[src/rtl/stopwatch_ctrl.sv]
// Stopwatch control: button edge detection, run/pause/lap state machine,
// and the 1/TICK_HZ prescaler feeding the time counter.
module stopwatch_ctrl #(
    parameter int CLK_HZ  = 50000000,
    parameter int TICK_HZ = 100,
    localparam int DIV    = CLK_HZ / TICK_HZ,
    localparam int DIV_W  = $clog2(DIV)
) (
    input  logic clk,
    input  logic rst_n,
    input  logic start_stop,
    input  logic lap_reset,
    output logic run,
    output logic tick,
    output logic clear,
    output logic freeze
);

    typedef enum logic [1:0] {
        IDLE,
        RUNNING,
        PAUSED,
        LAP
    } state_t;

    localparam logic [DIV_W-1:0] LAST = DIV_W'(DIV - 1);

    state_t           state;
    state_t           state_nxt;
    logic             ss_prev;
    logic             lr_prev;
    logic             ss_ev;
    logic             lr_ev;
    logic             clr_nxt;
    logic [DIV_W-1:0] presc;

    // start_stop has priority over a coincident lap_reset event
    assign ss_ev = start_stop & ~ss_prev;
    assign lr_ev = lap_reset & ~lr_prev & ~ss_ev;

    always_comb begin
        state_nxt = state;
        clr_nxt   = 1'b0;
        unique case (state)
            IDLE: begin
                if (ss_ev) state_nxt = RUNNING;
                else if (lr_ev) clr_nxt = 1'b1;
            end
            RUNNING: begin
                if (ss_ev) state_nxt = PAUSED;
                else if (lr_ev) state_nxt = LAP;
            end
            LAP: begin
                if (ss_ev) state_nxt = PAUSED;
                else if (lr_ev) state_nxt = RUNNING;
            end
            PAUSED: begin
                if (ss_ev) state_nxt = RUNNING;
                else if (lr_ev) begin
                    state_nxt = IDLE;
                    clr_nxt   = 1'b1;
                end
            end
            default: state_nxt = IDLE;
        endcase
    end

    always_ff @(posedge clk or negedge rst_n) begin
        if (!rst_n) begin
            state   <= IDLE;
            ss_prev <= 1'b0;
            lr_prev <= 1'b0;
            presc   <= '0;
            run     <= 1'b0;
            tick    <= 1'b0;
            clear   <= 1'b0;
            freeze  <= 1'b0;
        end else begin
            ss_prev <= start_stop;
            lr_prev <= lap_reset;
            state   <= state_nxt;
            run     <= (state_nxt == RUNNING) || (state_nxt == LAP);
            freeze  <= (state_nxt == LAP);
            clear   <= clr_nxt;
            // run is the registered value, so the stopping edge still ticks
            tick    <= run && (presc == LAST);
            if (clr_nxt) begin
                presc <= '0;
            end else if (run) begin
                presc <= (presc == LAST) ? '0 : presc + DIV_W'(1);
            end
        end
    end

endmodule

[config.mk]
export PLATFORM = sky130hd
export DESIGN_NAME = stopwatch_ctrl
export DESIGN_NICKNAME = d
export VERILOG_FILES = /design/src/rtl/stopwatch_ctrl.sv
export SDC_FILE = /design/constraint.sdc
export NUM_CORES = 1
export LEC_CHECK = 0
export ABC_AREA = 1
export CAP_MARGIN = 20
export CORE_ASPECT_RATIO = 0.7
export CORE_MARGIN = 1
export CORE_UTILIZATION = 50
export CTS_BUF_LIST = sky130_fd_sc_hd__clkbuf_4 sky130_fd_sc_hd__clkbuf_8
export CTS_CLUSTER_SIZE = 10
export DETAILED_ROUTE_END_ITERATION = 8
export GPL_TIMING_DRIVEN = 0
export PLACE_DENSITY = 0.69
export SYNTH_ARGS = -nofsm -noshare
export SYNTH_HDL_FRONTEND = slang
export SYNTH_SLANG_ARGS = --single-unit
export TNS_END_PERCENT = 10
[constraint.sdc]
create_clock -name clk -period 1.45 [get_ports clk]
set_clock_uncertainty 0.1 [all_clocks]
set_input_delay 0.145 -clock clk [delete_from_list [all_inputs] [get_ports clk]]
set_output_delay 0.145 -clock clk [all_outputs]
set_load 0.05 [all_outputs]
==> out/metrics.yaml, run 1 <==
detailed_routing:
  drt-pass1-iter-count: 4
  post_drt_via_cell_ratio: 5.28
  detail-route-antenna-nets: 0
  wirelength_um: 3320
  detailroute.via_count: 1294
  wl_per_cell_um: 13.5
  initialDrtViolationCount: 86
  drc: 0
status:
  violations: "setup timing"
  outcome: "finished with violations"
sta:
  period_minus_slack_ps: 1540
  slew-limit-headroom_pct: 60.6
  tightest_slew_ps: 589
  rsz0062_at_grt: "yes"
  hold_viol: 0
  final.setup.worst_slack_ps: -94.6
  final_setup_violations: 16
  ratio_of_final_minimum_period_to_clock_period_pct: 107
  final-max-slew-violation-count: 0
  max_freq_mhz: 647
finish:
  register_area_um2: 677
  post_route_cells_drive_above_1_share_pct: 17.2
  antennaDiodeCount: 0
  fillers: 253
  layout-area-overhead-vs-synth_pct: 15.2
  utilization_pct: 61.4
  final_nets: 215
  multi_input_comb_area_um2: 757
pwr:
  p_switching_mw: 0.611
  post-layout-total-power_mw: 1.84
  swShare_pct: 33.2
  cellLeakagePower_nw: 0.875
  cell_pwr_density_nw_per_um2: 1060
  irDropWorstVdd_v: 0.000618
  power_frac_comb_pct: 24.4
  internal_power_mw: 1.23
  sequential_power_share_pct: 51.6
  clkPwrFrac_pct: 24.0
critical_path:
  critPathRequiredTime_ps: 1570
  timing_worst_setup_path_type: "reg -> reg"
  r2r-start: "presc[0]"
  worstPathMaxFanout: 5
  setup.worst_path.end_class: "register"
  regToRegSetupSlack_ps: -90
  r2r_end: "presc[10]"
  critical_path_arrival_ps: 1660
  worst-r2r-cell-count: 8
  critPathLaunchType: "register"
synth:
  fraction_of_registers_with_async_set_reset_pct: 100
  syn_avg_cell_area_um2: 7.70
  ys_warn_count: 0
  synth_cell_type_count: 25
  synthCells: 197
  synth_edf_count: 0
  yosysMostFrequentCell: "sky130_fd_sc_hd__nand2_1"
  mappedNetlistNets: 202
  synth_area_leaders: "sky130_fd_sc_hd__dfrtp_1 45%, sky130_fd_sc_hd__nand2_1 12%, sky130_fd_sc_hd__inv_1 6.9%"
  synth_seq_cells: 27
  synth_sequential_area_ratio_pct: 44.6
  syn_area_um2: 1520
  synth_top_flop_cell: "sky130_fd_sc_hd__dfrtp_1"
  synth_largest_type_area_fraction_pct: 44.6
  synth_top_cell_by_area: "sky130_fd_sc_hd__dfrtp_1"
  synth_commonest_cells: "47 x sky130_fd_sc_hd__nand2_1, 28 x sky130_fd_sc_hd__inv_1, 27 x sky130_fd_sc_hd__dfrtp_1"
clock_network:
  cts.htree.levels: 1
  clk-insertion-delay-late_ps: 280
  root_buffer_master: "sky130_fd_sc_hd__clkbuf_8"
  clock-sinks: 27
  cts_inserted_buffers: 3
  postCtsHoldBufs: 0
  cts.repair_timing.setup_buffer_count: 0
  clock_tree_from_tritoncts: "built"
  clk_pin_slew_worst_paths_ps: 90
  cts-root-to-sink-buffers: 2
run:
  timing.max_cap.violations: 0
floorplanning:
  std_cell_rows: 16
  design.die.area_um2: 3260
  core_area_um2: 2840
  ios: 8
  die_x_um: 67.8
  dieHeight_um: 48.1
  initial_core_util_pct: 53.3
global_routing:
  grt.met1_usage_pct: 31.1
  antenna_found_initial: 0
  grt_util_all_layers_pct: 23.4
  grt_first_pass_wirelength_um: 5340
  maximum_number_of_pins_on_one_net_before_global_route_repair: 18
  most_used_routing_layer_in_global_routing: "met2"
  grt_use_met2_pct: 36.4
  gr-usage-met3_pct: 7.14
  gr-total-overflow: 0
  vias_in_the_first_global_route: 1178
placement:
  place_hpwl_um: 2480
  port_buffers: 7
  routabilityCongestion: 0.913
hold_path:
  hold_path_class: "in -> async"
[area by class of cell]
| class | instances | area share [%] |
|---|---|---|
| flip-flops and latches | 27 | 38.8 |
| inverters | 29 | 6.52 |
| multi-input cells | 139 | 43.3 |
| plain buffers | 2 | 0.931 |
| well taps | 36 | 2.58 |
| repair buffers | 8 | 5.09 |
| clock buffers | 4 | 2.79 |
[state kept, by name, summed over array words and instances, names as in the netlist]
| name | cells |
|---|---|
| clear | 1 |
| freeze | 1 |
| lr_prev | 1 |
| presc | 19 |
| run | 1 |
| ss_prev | 1 |
| state | 2 |
| tick | 1 |
[worst max-delay path, cell delays in order (launching register included)]
cell	delay (ps)
sky130_fd_sc_hd__dfrtp_1	380
sky130_fd_sc_hd__ha_2	210
sky130_fd_sc_hd__nand2_2	90
sky130_fd_sc_hd__nor2_4	160
sky130_fd_sc_hd__nand2_2	90
sky130_fd_sc_hd__nor2_4	160
sky130_fd_sc_hd__nand2_2	90
sky130_fd_sc_hd__xor2_2	150
sky130_fd_sc_hd__nor2_2	80
[layer usage]
metal	vias to the layer above	wire, um
li1	635	-
met1	603	1530
met2	47	1480
met3	9	242
met4	0	59
met5	-	0
[cells by family after synthesis]
| group | after synthesis | share of synthesized area [%] |
|---|---|---|
| flops | 27 | 44.6 |
| buf+inv | 31 | 8.25 |
| fa+ha+maj | 1 | 0.825 |
| xor+xnor | 8 | 4.62 |
| simple gates | 122 | 38.7 |
| compound gates | 8 | 3.05 |
[stage by stage]
stage / setup slack [ps] / area (um^2) / TNS, ps / hold WS [ps] / cells
finish: -94.6 / 1750 / -554 / 134 / 245
global route: -241 / 1750 / -2250 / 191 / 245
CTS: -103 / 1710 / -620 / 147 / 245
detailed placement: -295 / 1660 / -4470 / 406 / 241
global placement: -297 / 1630 / -9230 / 394 / 240
floorplan: 40.2 / 1520 / 0 / -251 / 197
[worst max-delay path by stage]
stage	start	endpoint	slack (ps)
after CTS	presc[0]	presc[10]	-100
after detailed placement	lap_reset	presc[13]	-290
after floorplan	presc[0]	presc[10]	40
after global placement	rst_n	run	-300
after global routing	presc[1]	presc[18]	-240
final	presc[0]	presc[10]	-90
[power by group through the flow]
stage                     Clock [mW]  Sequential, mW  Combinational [mW]
final                          0.442           0.951               0.450
after global routing           0.478           0.965               0.499
after CTS                      0.457           0.946               0.434
after detailed placement           0           0.960               0.434
after global placement             0           0.956               0.410
after floorplan                    0           0.988               0.266
[placed cells by master (no fill, tap or decap), types with 3 or more instances in the layout]
cell type / instances
sky130_fd_sc_hd__nor2_1: 23
sky130_fd_sc_hd__inv_1: 28
sky130_fd_sc_hd__nand2_2: 8
sky130_fd_sc_hd__nand3_1: 19
sky130_fd_sc_hd__o21ai_0: 3
sky130_fd_sc_hd__nor2_2: 6
sky130_fd_sc_hd__nor3_1: 4
sky130_fd_sc_hd__clkbuf_8: 3
sky130_fd_sc_hd__nand2_1: 47
sky130_fd_sc_hd__dfrtp_1: 26
sky130_fd_sc_hd__dlygate4sd2_1: 3
sky130_fd_sc_hd__clkdlybuf4s50_1: 3
sky130_fd_sc_hd__xor2_1: 7
sky130_fd_sc_hd__nor2_4: 6
sky130_fd_sc_hd__nand4_1: 5
[what timing repair did]
action,4_1_cts,5_1_grt
resized for setup,8,9
pin swaps,2,0
setup endpoints to repair,21,19
No activity file was read; power rests on OpenSTA's default activity.
==> run 2: changes to the inputs <==
--- a/config.mk
+++ b/config.mk
@@ -6,7 +6,7 @@
 export NUM_CORES = 1
 export LEC_CHECK = 0
 export ABC_AREA = 1
-export CAP_MARGIN = 20
+export CAP_MARGIN = 10
 export CORE_ASPECT_RATIO = 0.7
 export CORE_MARGIN = 1
 export CORE_UTILIZATION = 50
==> run 2 against run 1 <==
The run still ends with setup timing left; via count increased by 0.77%; cell area shrank 1.5%; sequential power rose by 2.3%; critical path depth unchanged.
==> out/metrics.yaml, run 2 (synthesis results as in run 1) <==
clock_network:
  cts-root-to-sink-buffers: 2
  cts_inserted_buffers: 3
  clock_tree_from_tritoncts: "built"
  cts.htree.levels: 1
  clock-sinks: 27
  root_buffer_master: "sky130_fd_sc_hd__clkbuf_8"
  cts.repair_timing.setup_buffer_count: 0
  clk_pin_slew_worst_paths_ps: 90
  clk-insertion-delay-late_ps: 280
detailed_routing:
  detailroute.via_count: 1304
  routedLengthMet1_um: 1540
  wl_per_cell_um: 13.2
  highest_signal_layer: "met4"
  route.met2.wl_um: 1390
  post_drt_via_cell_ratio: 5.32
  detail-route-antenna-nets: 0
  met3_wirelength_um: 271
  initialDrtViolationCount: 126
  drt-pass1-iter-count: 4
  drc: 0
  wirelength_um: 3240
sta:
  final-max-slew-violation-count: 0
  final.setup.worst_slack_ps: -92.9
  hold_viol: 0
  slew-limit-headroom_pct: 60.1
  ratio_of_final_minimum_period_to_clock_period_pct: 106
  tightest_slew_ps: 598
  final_setup_violations: 13
  period_minus_slack_ps: 1540
  rsz0062_at_grt: "yes"
  max_freq_mhz: 648
finish:
  registers.top_by_ff_count: "presc"
  antennaDiodeCount: 0
  post_route_cells_drive_above_1_share_pct: 18.2
  reg_top3: "presc (19), state (2)"
  layout-area-overhead-vs-synth_pct: 13.4
  most_frequent_standard_cell_in_the_layout_excluding_fill_and_tap_cells: "sky130_fd_sc_hd__nand2_1"
  final_nets: 215
  final_cell_mix: "46 x sky130_fd_sc_hd__nand2_1, 27 x sky130_fd_sc_hd__inv_1, 24 x sky130_fd_sc_hd__nor2_1, 24 x sky130_fd_sc_hd__dfrtp_1, 19 x sky130_fd_sc_hd__nand3_1"
  largest_reg_flops: 19
  utilization_pct: 60.5
critical_path:
  worstPathMaxFanout: 5
  timing_worst_setup_path_type: "reg -> reg"
  worst_path_max_delay_cell: "sky130_fd_sc_hd__dfrtp_1"
  path_cells: "ha_4, nand2_4, nor2_4, nand2_2, nor2_4, nand2_2, xor2_1, nor2_2"
  critical_path_arrival_ps: 1620
  critPathRequiredTime_ps: 1530
  critPathLaunchType: "register"
  setup.worst_path.end_class: "register"
  critPathMaxStageDelay_ps: 440
placement:
  place_hpwl_um: 2380
  pre_cts_ws_ps: -338
  routabilityCongestion: 0.913
  port_buffers: 7
global_routing:
  grt_first_pass_wirelength_um: 5300
  antenna_found_initial: 0
  gr-total-overflow: 0
  grt_util_all_layers_pct: 23.2
  maximum_number_of_pins_on_one_net_before_global_route_repair: 28
  vias_in_the_first_global_route: 1127
pwr:
  cell_pwr_density_nw_per_um2: 1100
  irDropWorstVdd_v: 0.000623
  cellLeakagePower_nw: 0.870
floorplanning:
  initial_core_util_pct: 53.3
  design.die.area_um2: 3260
  std_cell_rows: 16
  die_x_um: 67.8
  core_area_um2: 2840
  dieHeight_um: 48.1
  ios: 8
run:
  timing.max_cap.violations: 0
status:
  outcome: "finished with violations"
  violations: "setup timing"
hold_path:
  hold_path_class: "in -> reg"
run 2: stage by stage:
stage	cells	setup TNS, ps	cell area (um^2)	total power [mW]	hold slack, ps
after floorplan	197	0	1520	1.25	-251
after global placement	240	-9230	1630	1.37	394
after detailed placement	240	-11120	1630	1.39	410
after CTS	244	-662	1680	1.83	153
after global routing	245	-2360	1720	1.99	262
final	245	-422	1720	1.89	244
run 2: metal layers:
metal	up-vias	track usage (%)
met5	-	0
met4	0	6.67
met1	616	33.7
li1	642	-
met2	40	33.7
met3	6	6.67
run 2: final cells by class:
cell class                      instances  area (um^2)
Tap cell                               36         45.0
Buffer                                  2         16.3
Clock buffer                            4         48.8
Inverter                               29          114
Sequential cell                        27          679
Timing Repair Buffer                    8         66.3
Fill cell                             263         1120
Multi-Input combinational cell        139          751
run 2: report_power, final:
group          switching [mW]  internal (mW)
registers               0.117          0.856
logic                   0.286          0.175
clock network           0.238          0.216
total                   0.642           1.25
run 2: worst max-delay path: cells and delay by family, from the launching register on:
| kind | cells | cell delay, ps |
|---|---|---|
| adder cells (fa/ha/maj) | 1 | 180 |
| XOR/XNOR | 1 | 160 |
| AND/OR/NAND/NOR | 6 | 570 |
| flip-flops | 1 | 440 |
run 2: final timing paths:
| kind | start | endpoint | slack (ps) | depth (start not counted) |
|---|---|---|---|---|
| setup / recovery | presc[0] | presc[10] | -90 | 8 |
| hold / removal | start_stop | ss_prev | 240 | 1 |
| setup reg to reg | presc[0] | presc[10] | -90 | 8 |
| hold reg to reg | presc[17] | presc[17] | 450 | 2 |
| max in group asynchronous | rst_n | presc[2] | 520 | 2 |
| min in group asynchronous | rst_n | clear | 290 | 2 |
run 2: what timing repair did:
action	in CTS	in global routing
endpoints found under the hold margin	0	27
hold buffers	0	1
pin swaps	2	0
endpoints found under the setup margin	22	19
gates resized for setup	9	11
